### src/rtl/multicycle_ctrl.sv
// -----------------------------------------------------------------------------
// multicycle_ctrl
//   Control unit for the multicycle RV32I core. It steps each instruction
//   through FETCH, DECODE, EXEC, MEM and WB, sharing one ALU and one memory
//   port, and drives the immediate generator select (ext_op).
//
// Configuration macro:
//   MCTRL_EBREAK_EN - when defined, EBREAK (32'h0010_0073) halts cleanly
//                     (halted=1, illegal=0, counted as retired). When
//                     undefined, every SYSTEM encoding is illegal.
//
// Ports:
//   clk, rst        clock, synchronous active-high reset
//   instr           current IR contents
//   mem_ready       memory finishes the current access this cycle
//   br_taken        ALU compare result for the current branch
//   mem_req/mem_we  memory request and its write qualifier
//   ir_we           load IR from memory and OLDPC from PC
//   pc_we, pc_sel   PC write enable / source (00 PC+4, 01 OLDPC+Imm, 10 ALU)
//   ext_op          immediate select (I=000 U=001 S=010 B=011 J=100)
//   alu_a_sel       ALU A source (00 rs1, 01 OLDPC, 10 zero)
//   alu_b_sel       ALU B source (0 rs2, 1 Imm)
//   alu_func        {sub/sra bit, funct3}
//   reg_we, wb_sel  register write enable / source (00 ALU, 01 mem, 10 PC+4)
//   illegal, halted sticky status flags
//   state           FETCH=0 DECODE=1 EXEC=2 MEM=3 WB=4 HALT=5
//   instr_cnt       retired-instruction counter, wraps
// -----------------------------------------------------------------------------
module multicycle_ctrl #(
  parameter int CNT_W = 32
) (
  input  logic             clk,
  input  logic             rst,
  input  logic [31:0]      instr,
  input  logic             mem_ready,
  input  logic             br_taken,
  output logic             mem_req,
  output logic             mem_we,
  output logic             ir_we,
  output logic             pc_we,
  output logic [1:0]       pc_sel,
  output logic [2:0]       ext_op,
  output logic [1:0]       alu_a_sel,
  output logic             alu_b_sel,
  output logic [3:0]       alu_func,
  output logic             reg_we,
  output logic [1:0]       wb_sel,
  output logic             illegal,
  output logic             halted,
  output logic [2:0]       state,
  output logic [CNT_W-1:0] instr_cnt
);

`ifdef MCTRL_EBREAK_EN
  localparam bit EBREAK_EN = 1'b1;
`else
  localparam bit EBREAK_EN = 1'b0;
`endif

  typedef enum logic [2:0] {
    S_FETCH = 3'd0, S_DECODE = 3'd1, S_EXEC = 3'd2,
    S_MEM   = 3'd3, S_WB     = 3'd4, S_HALT = 3'd5
  } state_t;

  typedef enum logic [3:0] {
    C_OP, C_OPIMM, C_LOAD, C_STORE, C_BRANCH, C_JAL, C_JALR,
    C_LUI, C_AUIPC, C_EBREAK, C_ILL
  } cls_t;

  state_t           r_state;
  cls_t             r_cls;
  logic [2:0]       r_ext_op;
  logic [1:0]       r_alu_a_sel;
  logic             r_alu_b_sel;
  logic [3:0]       r_alu_func;
  logic [1:0]       r_wb_sel;
  logic             r_illegal;
  logic             r_halted;
  logic [CNT_W-1:0] r_instr_cnt;

  cls_t             w_cls;
  logic [2:0]       w_ext_op;
  logic [1:0]       w_alu_a_sel;
  logic             w_alu_b_sel;
  logic [3:0]       w_alu_func;
  logic [1:0]       w_wb_sel;
  logic [2:0]       w_funct3;
  logic             w_rd_nz;

  assign w_funct3 = instr[14:12];
  assign w_rd_nz  = (instr[11:7] != 5'd0);

  // Opcode decode, registered only in DECODE.
  always_comb begin
    // NOTE: every output of this block gets a default first, so no path
    // through the case can leave a value unassigned and infer a latch.
    w_cls       = C_ILL;
    w_ext_op    = 3'b000;
    w_alu_a_sel = 2'b00;
    w_alu_b_sel = 1'b0;
    w_alu_func  = 4'b0000;
    w_wb_sel    = 2'b00;
    unique case (instr[6:0])
      7'b0110011: begin
        w_cls      = C_OP;
        w_alu_func = {instr[30], w_funct3};
      end
      7'b0010011: begin
        w_cls       = C_OPIMM;
        w_alu_b_sel = 1'b1;
        // Only the shift-right pair uses bit 30 (srli vs srai).
        w_alu_func  = {(w_funct3 == 3'b101) ? instr[30] : 1'b0, w_funct3};
      end
      7'b0000011: begin
        w_cls       = C_LOAD;
        w_alu_b_sel = 1'b1;
        w_wb_sel    = 2'b01;
      end
      7'b0100011: begin
        w_cls       = C_STORE;
        w_ext_op    = 3'b010;
        w_alu_b_sel = 1'b1;
      end
      7'b1100011: begin
        w_cls      = C_BRANCH;
        w_ext_op   = 3'b011;
        w_alu_func = {1'b0, w_funct3};
      end
      7'b1101111: begin
        w_cls    = C_JAL;
        w_ext_op = 3'b100;
        w_wb_sel = 2'b10;
      end
      7'b1100111: begin
        w_cls       = C_JALR;
        w_alu_b_sel = 1'b1;
        w_wb_sel    = 2'b10;
      end
      7'b0110111: begin
        w_cls       = C_LUI;
        w_ext_op    = 3'b001;
        w_alu_a_sel = 2'b10;
        w_alu_b_sel = 1'b1;
      end
      7'b0010111: begin
        w_cls       = C_AUIPC;
        w_ext_op    = 3'b001;
        w_alu_a_sel = 2'b01;
        w_alu_b_sel = 1'b1;
      end
      7'b1110011: begin
        if (EBREAK_EN && instr == 32'h0010_0073) w_cls = C_EBREAK;
      end
      default: w_cls = C_ILL;
    endcase
  end

  always_ff @(posedge clk) begin
    // NOTE: sequential state uses non-blocking assignments so every register
    // samples the pre-edge values regardless of statement order.
    if (rst) begin
      r_state     <= S_FETCH;
      r_cls       <= C_OP;
      r_ext_op    <= 3'b000;
      r_alu_a_sel <= 2'b00;
      r_alu_b_sel <= 1'b0;
      r_alu_func  <= 4'b0000;
      r_wb_sel    <= 2'b00;
      r_illegal   <= 1'b0;
      r_halted    <= 1'b0;
      r_instr_cnt <= '0;
    end else begin
      unique case (r_state)
        S_FETCH: if (mem_ready) r_state <= S_DECODE;
        S_DECODE: begin
          if (w_cls == C_ILL) begin
            r_illegal <= 1'b1;
            r_halted  <= 1'b1;
            r_state   <= S_HALT;
          end else if (w_cls == C_EBREAK) begin
            r_halted    <= 1'b1;
            r_instr_cnt <= r_instr_cnt + CNT_W'(1);
            r_state     <= S_HALT;
          end else begin
            r_cls       <= w_cls;
            r_ext_op    <= w_ext_op;
            r_alu_a_sel <= w_alu_a_sel;
            r_alu_b_sel <= w_alu_b_sel;
            r_alu_func  <= w_alu_func;
            r_wb_sel    <= w_wb_sel;
            r_state     <= S_EXEC;
          end
        end
        S_EXEC: begin
          unique case (r_cls)
            C_BRANCH: begin
              r_instr_cnt <= r_instr_cnt + CNT_W'(1);
              r_state     <= S_FETCH;
            end
            C_LOAD, C_STORE: r_state <= S_MEM;
            default:         r_state <= S_WB;
          endcase
        end
        S_MEM: begin
          if (mem_ready) begin
            if (r_cls == C_STORE) begin
              r_instr_cnt <= r_instr_cnt + CNT_W'(1);
              r_state     <= S_FETCH;
            end else begin
              r_state <= S_WB;
            end
          end
        end
        S_WB: begin
          r_instr_cnt <= r_instr_cnt + CNT_W'(1);
          r_state     <= S_FETCH;
        end
        S_HALT:  r_state <= S_HALT;
        default: r_state <= S_FETCH;
      endcase
    end
  end

  // Strobes are gated with rst so nothing fires in a reset cycle, including
  // an access that was in flight when reset arrived.
  logic w_fetch_done, w_exec_jump;
  assign w_fetch_done = (r_state == S_FETCH) && mem_ready;
  assign w_exec_jump  = (r_state == S_EXEC) &&
                        (r_cls == C_JAL || r_cls == C_JALR ||
                         (r_cls == C_BRANCH && br_taken));

  assign mem_req = !rst && (r_state == S_FETCH || r_state == S_MEM);
  assign mem_we  = !rst && (r_state == S_MEM) && (r_cls == C_STORE);
  assign ir_we   = !rst && w_fetch_done;
  assign pc_we   = !rst && (w_fetch_done || w_exec_jump);
  assign reg_we  = !rst && (r_state == S_WB) && w_rd_nz;

  // Outside a taken jump the PC source is PC+4, which is what FETCH needs.
  always_comb begin
    pc_sel = 2'b00;
    if (w_exec_jump) pc_sel = (r_cls == C_JALR) ? 2'b10 : 2'b01;
  end

  assign ext_op    = r_ext_op;
  assign alu_a_sel = r_alu_a_sel;
  assign alu_b_sel = r_alu_b_sel;
  assign alu_func  = r_alu_func;
  assign wb_sel    = r_wb_sel;
  assign illegal   = r_illegal;
  assign halted    = r_halted;
  assign state     = r_state;
  assign instr_cnt = r_instr_cnt;

endmodule

### config.mk
export PLATFORM = sky130hd
export DESIGN_NAME = multicycle_ctrl
export DESIGN_NICKNAME = d
export VERILOG_FILES = /design/src/rtl/multicycle_ctrl.sv
export SDC_FILE = /design/constraint.sdc
export NUM_CORES = 1
export LEC_CHECK = 0
export ABC_AREA = 1
export BUFFER_PORTS_ARGS = -buffer_cell sky130_fd_sc_hd__buf_4
export CORE_ASPECT_RATIO = 0.9
export CORE_UTILIZATION = 29
export CTS_BUF_LIST = sky130_fd_sc_hd__clkbuf_4 sky130_fd_sc_hd__clkbuf_8
export CTS_CLUSTER_SIZE = 28
export DETAILED_ROUTE_END_ITERATION = 10
export PLACE_DENSITY = 0.59
export SLEW_MARGIN = 20
export SYNTH_ARGS = -nofsm -noshare
export SYNTH_HDL_FRONTEND = slang
export SYNTH_SLANG_ARGS = --single-unit
### constraint.sdc
create_clock -name clk -period 3.8 [get_ports clk]
set_clock_uncertainty 0.1 [all_clocks]
set_input_delay 0.19 -clock clk [delete_from_list [all_inputs] [get_ports clk]]
set_output_delay 0.19 -clock clk [all_outputs]
set_load 0.01 [all_outputs]
======== Word level (Yosys, flattened, before mapping) ========
Cells that the tools add are included.
word-level totals
  register bits after elaboration ......... 53
  input port bits ......................... 36
  output and inout port bits .............. 56
  word-level logic and storage cells ...... 93
cells by class
  add/sub/neg operators ................... 1
  eq/ne operators ......................... 28
  muxes and demuxes ....................... 24
  bitwise gates (word level) .............. 2
  reductions and logical operators ........ 28
operator list
  operator                                              count
  2-to-1 mux 32 bit                                     5
  case mux 32 bit (4 select lines)                      1
  case mux 4 bit (9 select lines)                       1
  adder 32 x 1 -> 32 bit (second input constant)        1
  equality test 7 x 6 -> 1 bit (second input constant)  3
  equality test 7 bit (second input constant)           3
  2-to-1 mux 3 bit                                      5
  case mux 3 bit (5 select lines)                       1
  equality test 7 x 5 -> 1 bit (second input constant)  2
  equality test 4 x 3 -> 1 bit (second input constant)  3
  case mux 3 bit (4 select lines)                       1
  case mux 4 bit (3 select lines)                       1
  logical AND 1 bit                                     10
  inequality test 2 bit (second input constant)         5
  equality test 3 bit (second input constant)           3
  equality test 4 x 2 -> 1 bit (second input constant)  2
  equality test 4 bit (second input constant)           2
  case mux 2 bit (2 select lines)                       2
  equality test 7 x 2 -> 1 bit (second input constant)  1
  equality test 3 x 2 -> 1 bit (second input constant)  2
  case mux 3 bit (2 select lines)                       1
  AND reduction 2 bit                                   3
  AND reduction 6 bit                                   1
  OR reduction 2 bit                                    3
  13 further kinds                                      21

======== Depth between registers and ports, before layout ========
Gate-level depths: netlist (run 1).
  word-level depth ........................ 6
  gate-level depth with buffers ........... 11
  depth with buffers taken out ............ 11

======== Worst setup path after synthesis (run 1) ========
OpenSTA, ideal clock, no wires.
  path kind ............................... reg-to-reg
  start point ............................. register r_instr_cnt[0], in the netlist instr_cnt[0]
  end point ............................... register r_instr_cnt[26], in the netlist instr_cnt[26]
  arrival ................................. 1.483 ns
  setup slack ............................. 2.085 ns
  stages on the path, launching flop included .. 11
  clock period less this slack ............ 1.715 ns
  cell sequence ........................... dfxtp_1 > ha_1 > nand3_1 > inv_1 > nand2_1 > nor2_1 > nand2_1 > nand2_1 > nand2_1 > nand2_1 > a21oi_1
on the way
  longest elaborated chain between the ends .. 4
  elaborated cells on any way between the ends .. 7
  those cells by class .................... 1 x add/sub; 6 x mux
RTL lines
  item                                  line      source
  from (decl)                           79        logic [CNT_W-1:0] r_instr_cnt;
  from (signal assigned)                182       r_instr_cnt <= r_instr_cnt + CNT_W'(1);
  from (signal assigned)                197       r_instr_cnt <= r_instr_cnt + CNT_W'(1);
  from (signal assigned)                207       r_instr_cnt <= r_instr_cnt + CNT_W'(1);
  adder 32 x 1 -> 32 bit (*)            -
  2-to-1 mux 32 bit (on tied branches)  206, 180
  2-to-1 mux 32 bit (on tied branches)  205, 176
  case mux 32 bit (4 select lines) (*)  173       unique case (r_state)
Every way passes the cells marked *; elsewhere a longest branch is shown, timed or not. The select of a mux whose other input is x is not followed.
A chain may end at the register's enable or synchronous reset.

======== Worst setup path after layout (run 1) ========
  start point ............................. register r_state[2], in the netlist state[2]
  end point ............................... register r_instr_cnt[14], in the netlist instr_cnt[14]
on the way
  longest elaborated chain between the ends .. 3
  elaborated cells on any way between the ends .. 12
  those cells by class .................... 9 x eq/ne; 1 x mux; 2 x reduce/logical
RTL lines
  item                                                              line  source
  from (decl)                                                       70    state_t r_state;
  from (signal assigned)                                            162   r_state <= S_FETCH;
  from (signal assigned)                                            174   S_FETCH: if (mem_ready) r_state <= S_DECODE;
  from (signal assigned)                                            179   r_state <= S_HALT;
  equality test 3 x 2 -> 1 bit (tied with other cells)              173
  inequality test 2 x 1 -> 1 bit (no line) (tied with other cells)  -
  AND reduction 6 bit (no line)                                     -
Parallel ways exist; a longest one is shown, timed or not.

==> flow_summary_export.csv, run 1 <==
group,metric,value,unit
pwr,power_density,296,mW/mm²
grt,grt_max_degree,40,
synthesis,synth_top_area_share,0.326,
sta,whs,0.0894,ns
cells_and_area,stdcell_count,764,
sta,timing.final.crit_period,2.06,ns
die,dieArea,0.0116,mm²
sta,grt_setup_unrepaired,"no",
synthesis,synthMuxAreaShare,0,
synthesis,synth_ff_type,"dfxtp_1",
worst_setup_path,arrival,2.21,ns
worst_setup_path,crit_required,3.95,ns
cells_and_area,diodes,0,
synthesis,synth-seq-cells,53,
sta,finalMaxSlewViolations,0,
synthesis,synth-xor-area-share,0.0404,
worst_setup_path,cpMaxStageDelayCell,"nor2_4",
synthesis,synth_area_leaders,"dfxtp_1 33%, nand2_1 26%, nor2_1 11%",
synthesis,synth_area_per_cell,5.99,µm²
route,wl_met2,4200,µm
clocking,cts_setup_buffers,0,
die,initial_core_util,0.300,
placed_design,place_hpwl,6720,µm
route,m1WireLength,4280,µm
sta,setup_viol,0,
synthesis,synthSimpleGateAreaFrac,0.463,
clocking,insertion_delay,0.32,ns
clocking,ctsHoldBuffers,0,
grt,grt_pass1_vias,3156,
die,fp-row-count,36,
sta,setup_tns,0,ns
route,drt_iter0_drc,209,
route,wire_per_inst,11.8,µm
synthesis,synth_fp_nets,580,
pwr,p_leak,1.68,nW
synthesis,ys_async_sr_fraction,0,
worst_setup_path,critPathMaxFanout,32,
route,vias,3441,
outcome,status,"complete, no violations",
cells_and_area,final_area,0.00403,mm²
synthesis,synth.largest_area_cell,"dfxtp_1",
die,dieWidth,114,µm
synthesis,synthTopCellsByCount,"223 x nand2_1, 93 x nor2_1, 53 x a21oi_1, 53 x dfxtp_1, 28 x inv_1",
placed_design,place_inst,756,
synthesis,synth_warnings,0,
worst_setup_path,cpMostUsedCell,"nand2_1",
worst_setup_path,max_stage_delay,0.59,ns
route,dr.pass1.iters,4,
sta,worstMarginPinSlew,0.734,ns
route,ant_nets,0,
worst_setup_path,cp-start-kind,"flip-flop",
synthesis,syn_area,0.00325,mm²
worst_setup_path,worstSetupEndpointType,"flip-flop",
grt,grt_pass1_wl,15000,µm
sta,max_freq,485,MHz
clocking,ctsRootBufferMaster,"clkbuf_8",
cells_and_area,drive_gt1_frac,0.154,
placed_design,dpl_cell_area,0.00393,mm²
clocking,path_clk_slew,0.10,ns
route,wirelength,9010,µm
route,via_per_inst,4.50,
grt,antenna_found_initial,0,
route,wl_met3,403,µm
pwr,irDropWorstVdd,142,µV
grt,grtUsageTotal,0.160,
placed_design,pre_cts_ws,1.75,ns
clocking,cts.path.max_buffers,2,
clocking,cts_htree_levels,2,
synthesis,syn_inst,543,
worst_setup_path,worstPathCellList,"inv_2 > nand2_1 > nand2_1 > nor2_1 > nand3_1 > nor2_4 > nand2_1 > a21oi_1",
job,maxCapViolations,0,
grt,grt_overflow,0,
clocking,cts_tree,"done",
synthesis,synth_fa_ha_area_frac,0.00385,
cells_and_area,nets,648,
sta,worst_slack,1.74,ns
die,die_h,102,µm
synthesis,synth_seq_area_share,0.326,
placed_design,portBuffers,75,
pwr,finalPower,1.19,mW
synthesis,synth_most_common_cell,"nand2_1",
clocking,post_cts_resized,0,
route,drc_errors,0,
clocking,cts_sinks,53,
clocking,cts_made_buffers,5,
worst_setup_path,crit_type,"reg -> reg",
cells_and_area,area_delta_synth_final,23.8,%
cells_and_area,fin_util,0.371,
sta,final_hold_viol_count,0,
synthesis,synth_top_family_by_area,"simple AND/OR/NAND/NOR gates",
sta,post-route-period-util,0.543,
route,top_layer,"met4",
synthesis,synth.distinct_cells,28,
worst_hold_path,hold_class,"in -> reg",
placed_design,gp_congestion,0.899,
die,ios,92,
synthesis,synth_compound_area_frac,0.100,
die,core_area,0.0109,mm²
synthesis,synth_edf_count,0,
sta,slew_headroom,0.510,
==> layout by cell type, fill, tap and decap left out, drive strengths merged <==
cell type,synthesis,routed
ha,1,1
clkbuf,7,7
clkinv,1,2
nor3,4,4
nor2,95,95
inv,30,30
xnor2,5,5
o211a,1,1
a21oi,54,54
o211ai,1,1
buf,9,77
a21boi,1,1
o21ai,3,3
xor2,10,10
nand2,225,225
nand3b,18,18
nor4,2,2
nand3,20,20
nand4,3,3
dfxtp,53,53
==> worst paths after layout <==
| check | from | endpoint | slack [ns] | depth (start not counted) |
|---|---|---|---|---|
| worst max register to register | state[2]$_SDFFE_PP0P_ | instr_cnt[14]$_SDFFE_PP0P_ | 1.74 | 8 |
| worst max-delay path | state[2]$_SDFFE_PP0P_ | instr_cnt[14]$_SDFFE_PP0P_ | 1.74 | 8 |
| worst min-delay path | mem_ready | state[0]$_SDFFE_PP0P_ | 0.09 | 3 |
| worst min register to register | illegal$_SDFFE_PP0P_ | illegal$_SDFFE_PP0P_ | 0.36 | 2 |
==> worst max-delay path: cells and delay by family (launching register included) <==
family / cells / cell delay (ns)
DFF: 1 / 0.50
AOI/OAI and AO/OA: 1 / 0.15
buffers and inverters: 1 / 0.10
and+or+nand+nor: 6 / 1.13
==> flip-flops by register name, indices dropped and copies added (netlist names) <==
register	cells
alu_a_sel	2
alu_b_sel	1
alu_func	4
ext_op	3
halted	1
illegal	1
instr_cnt	32
r_cls	4
state	3
wb_sel	2
==> area by class of cell <==
| cell class | instances | area [µm²] |
|---|---|---|
| clock buffer | 7 | 96.3 |
| clock inverter | 1 | 5.00 |
| fill | 1181 | 6830 |
| inverter | 31 | 116 |
| multi-input combinational | 443 | 1980 |
| sequential | 53 | 1060 |
| tap | 152 | 190 |
| timing repair buffer | 77 | 578 |
==> where the power goes <==
group | internal, mW | switching, mW | leakage [nW]
Clock | 0.165 | 0.197 | 0.0542
Combinational | 0.0774 | 0.162 | 1.20
Sequential | 0.571 | 0.0174 | 0.428
==> logic make-up after synthesis <==
group,count (synthesis)
simple gates,367
flops,53
fa+ha+maj,1
compound gates,60
xor+xnor,15
buf+inv,47
==> metal layers <==
metal | global-route usage | up-vias
met5 | 0 | -
li1 | - | 1850
met3 | 0.0374 | 10
met1 | 0.204 | 1518
met2 | 0.273 | 63
met4 | 0.0455 | 0
Power figures use the tool's default switching activity.
==> inputs of run 2 (changes only) <==
Settings changed: ABC_AREA 1 to 0.
Clock period 3.8 ns to 2.15 ns, I/O delays scaled along.
==> run 2 against run 1 <==
Compared with the run above:
- combinational power shrank 5%
- critical path depth decreased by 2
- final area decreased by 3.1%
- area after synthesis fell by 11%
- highest routed layer unchanged
- first-iteration DRC count fell by 44%
- largest power group unchanged
- sequential share of layout area rose by 1.0 points
- utilization rose by 3.1 points
- power up 55%
==> flow_summary_export.csv, run 2 <==
group,metric,value,unit
die,dieWidth,107,µm
worst_setup_path,reg2reg_slack,0.11,ns
worst_setup_path,worstSetupStartpoint,"r_cls[3]$_SDFFE_PP0P_",
grt,grtUsageTotal,0.151,
cells_and_area,drive_gt1_frac,0.291,
synthesis,synth_fp_nets,390,
die,die_h,96.8,µm
placed_design,portBuffers,75,
grt,grt_pass1_vias,2759,
worst_setup_path,crit_path_end,"instr_cnt[10]$_SDFFE_PP0P_",
sta,finalMaxSlewViolations,0,
die,initial_core_util,0.298,
cells_and_area,mostFrequentLayoutCell,"buf_4",
synthesis,synth.distinct_cells,59,
cells_and_area,fin_util,0.402,
grt,antenna_found_initial,0,
sta,timing.final.crit_period,2.04,ns
synthesis,synth_area_per_cell,8.20,µm²
clocking,cts_htree_levels,2,
worst_setup_path,rr_endpoint,"instr_cnt[10]$_SDFFE_PP0P_",
worst_hold_path,min_from,"instr[3]",
sta,final_hold_viol_count,0,
die,fp-row-count,34,
placed_design,place_inst,559,
worst_setup_path,worstSetupEndpointType,"flip-flop",
cells_and_area,largest_register_ffs,32,
synthesis,synth_top_area_share,0.367,
worst_setup_path,arrival,2.18,ns
placed_design,gp_congestion,0.816,
outcome,status,"complete, no violations",
worst_setup_path,critPathMaxFanout,13,
clocking,path_clk_slew,0.10,ns
die,core_area,0.00970,mm²
cells_and_area,layout_common_cells,"104 x buf_4, 48 x dfxtp_1, 39 x a21oi_1, 33 x nand2_1, 18 x o21ai_0",
synthesis,synth_edf_count,0,
grt,grt_pass1_wl,13000,µm
worst_setup_path,crit_required,2.29,ns
clocking,insertion_delay,0.32,ns
die,dieArea,0.0104,mm²
route,wirelength,7880,µm
cells_and_area,nets,486,
worst_hold_path,hold_class,"in -> reg",
synthesis,synth_ff_type,"dfxtp_1",
sta,max_freq,491,MHz
clocking,cts.path.max_buffers,2,
synthesis,ys_async_sr_fraction,0,
route,dr.pass1.iters,4,
route,drc_errors,0,
job,maxCapViolations,0,
synthesis,syn_area,0.00289,mm²
worst_setup_path,r2r_start,"r_cls[3]$_SDFFE_PP0P_",
pwr,finalPower,1.84,mW
cells_and_area,area_delta_synth_final,34.8,%
synthesis,synth.largest_area_cell,"dfxtp_1",
route,ant_nets,0,
grt,grt_overflow,0,
route,drt_iter0_drc,118,
synthesis,synth_area_leaders,"dfxtp_1 37%, a21oi_1 6.7%, nand2_1 4.3%",
clocking,ctsRootBufferMaster,"clkbuf_8",
pwr,p_int,1.34,mW
pwr,irDropWorstVdd,261,µV
worst_setup_path,cp-start-kind,"flip-flop",
pwr,power.share.sequential,0.547,
sta,post-route-period-util,0.948,
route,vias,3031,
synthesis,synth_warnings,0,
pwr,p_clk_frac,0.329,
pwr,power_density,472,mW/mm²
worst_setup_path,crit_type,"reg -> reg",
synthesis,synth-seq-cells,53,
sta,setup_viol,0,
route,via_per_inst,5.26,
pwr,switching_share,0.271,
synthesis,synthTopCellsByCount,"53 x dfxtp_1, 39 x a21oi_1, 33 x nand2_1",
grt,grt_max_degree,47,
worst_setup_path,reg2reg_depth,6,
cells_and_area,stdcell_count,576,
route,wire_per_inst,13.7,µm
synthesis,synth_most_common_cell,"dfxtp_1",
cells_and_area,diodes,0,
placed_design,place_hpwl,5620,µm
synthesis,syn_inst,353,
sta,slew_headroom,0.672,
pwr,p_comb_frac,0.124,
pwr,p_leak,1.47,nW
sta,worstMarginPinSlew,0.487,ns
synthesis,synth_seq_area_share,0.367,
clocking,cts_tree,"done",
clocking,cts_made_buffers,5,
clocking,cts_sinks,53,
die,ios,92,
pwr,p_sw,500,µW
## run 2: cell count changes in the layout (fill, tap and decap cells not counted), moves of 16 or more
cell | before | now
or4_1 | 0 | 16
nor2_1 | 92 | 17
nand2_1 | 223 | 33
buf_4 | 77 | 104
inv_1 | 28 | 12
o21ai_0 | 1 | 18
## run 2: cell type report
type / instances / area (µm²)
clock buffers: 5 / 68.8
flip-flops and latches: 53 / 1070
clock inverters: 3 / 26.3
repair buffers: 112 / 871
well taps: 126 / 158
multi-input cells: 265 / 1670
inverters: 12 / 45.0
fillers: 990 / 5800
## run 2: through the flow
stage	TNS (ns)	worst slack [ns]	hold WS, ns	instance area (µm²)
6_report	0	0.112	0.0190	3900
5_1_grt	-0.00283	-0.00283	0.0176	3900
4_1_cts	0	0.0172	0.00247	3870
3_5_place_dp	0	0.0451	0.288	3700
3_3_place_gp	0	0.0893	0.277	3700
2_1_floorplan	0	0.130	0.144	2890
## run 2: power by group through the flow
stage / Clock [mW] / Sequential, mW / Combinational (mW)
5_1_grt: 0.676 / 1.01 / 0.252
3_5_place_dp: 0 / 1.03 / 0.218
2_1_floorplan: 0 / 1.03 / 0.124
4_1_cts: 0.635 / 1.01 / 0.229
3_3_place_gp: 0 / 1.03 / 0.217
6_report: 0.606 / 1.01 / 0.228
## run 2: cell families after synthesis
family                     Yosys count  share of synthesized area
AOI/OAI and AO/OA                   98                      0.208
xor gates and xnor gates             4                     0.0121
adders and majority gates            1                    0.00432
buffers and inverters               35                     0.0627
DFF                                 53                      0.367
muxes                                2                    0.00735
and+or+nand+nor                    160                      0.339
## run 2: per-layer routing
layer  track usage  routed length, µm  up-vias
li1              -                  -     1513
met1         0.212               3790     1418
met2         0.242               3660       96
met3        0.0249                358        4
met4        0.0369                 63        0
met5             0                  0        -
## run 2: repair_timing
action | in CTS | in global routing
hold buffers | 7 | 0
endpoints found under the hold margin | 12 | 0
setup endpoints to repair | 0 | 12
gates resized for setup | 0 | 8
buffers inserted | 0 | 2
## run 2: worst min-delay path by stage
stage / endpoint / slack (ns) / cells past startpoint
2_1_floorplan: alu_func[3]$_SDFFE_PP0P_ / 0.14 / 2
3_3_place_gp: alu_func[0]$_SDFFE_PP0P_ / 0.28 / 3
3_5_place_dp: alu_func[3]$_SDFFE_PP0P_ / 0.29 / 3
4_1_cts: ext_op[2]$_SDFFE_PP0P_ / 0.002 / 3
5_1_grt: ext_op[2]$_SDFFE_PP0P_ / 0.02 / 3
6_report: ext_op[2]$_SDFFE_PP0P_ / 0.02 / 3
## run 2: worst max-delay path: stages, from the launching register on
cell and delay [ns]:
dfxtp_1 0.37, nor4b_4 0.31, a221o_2 0.26, nand4b_4 0.22, buf_4 0.23, or3_1 0.34, a21oi_1 0.14
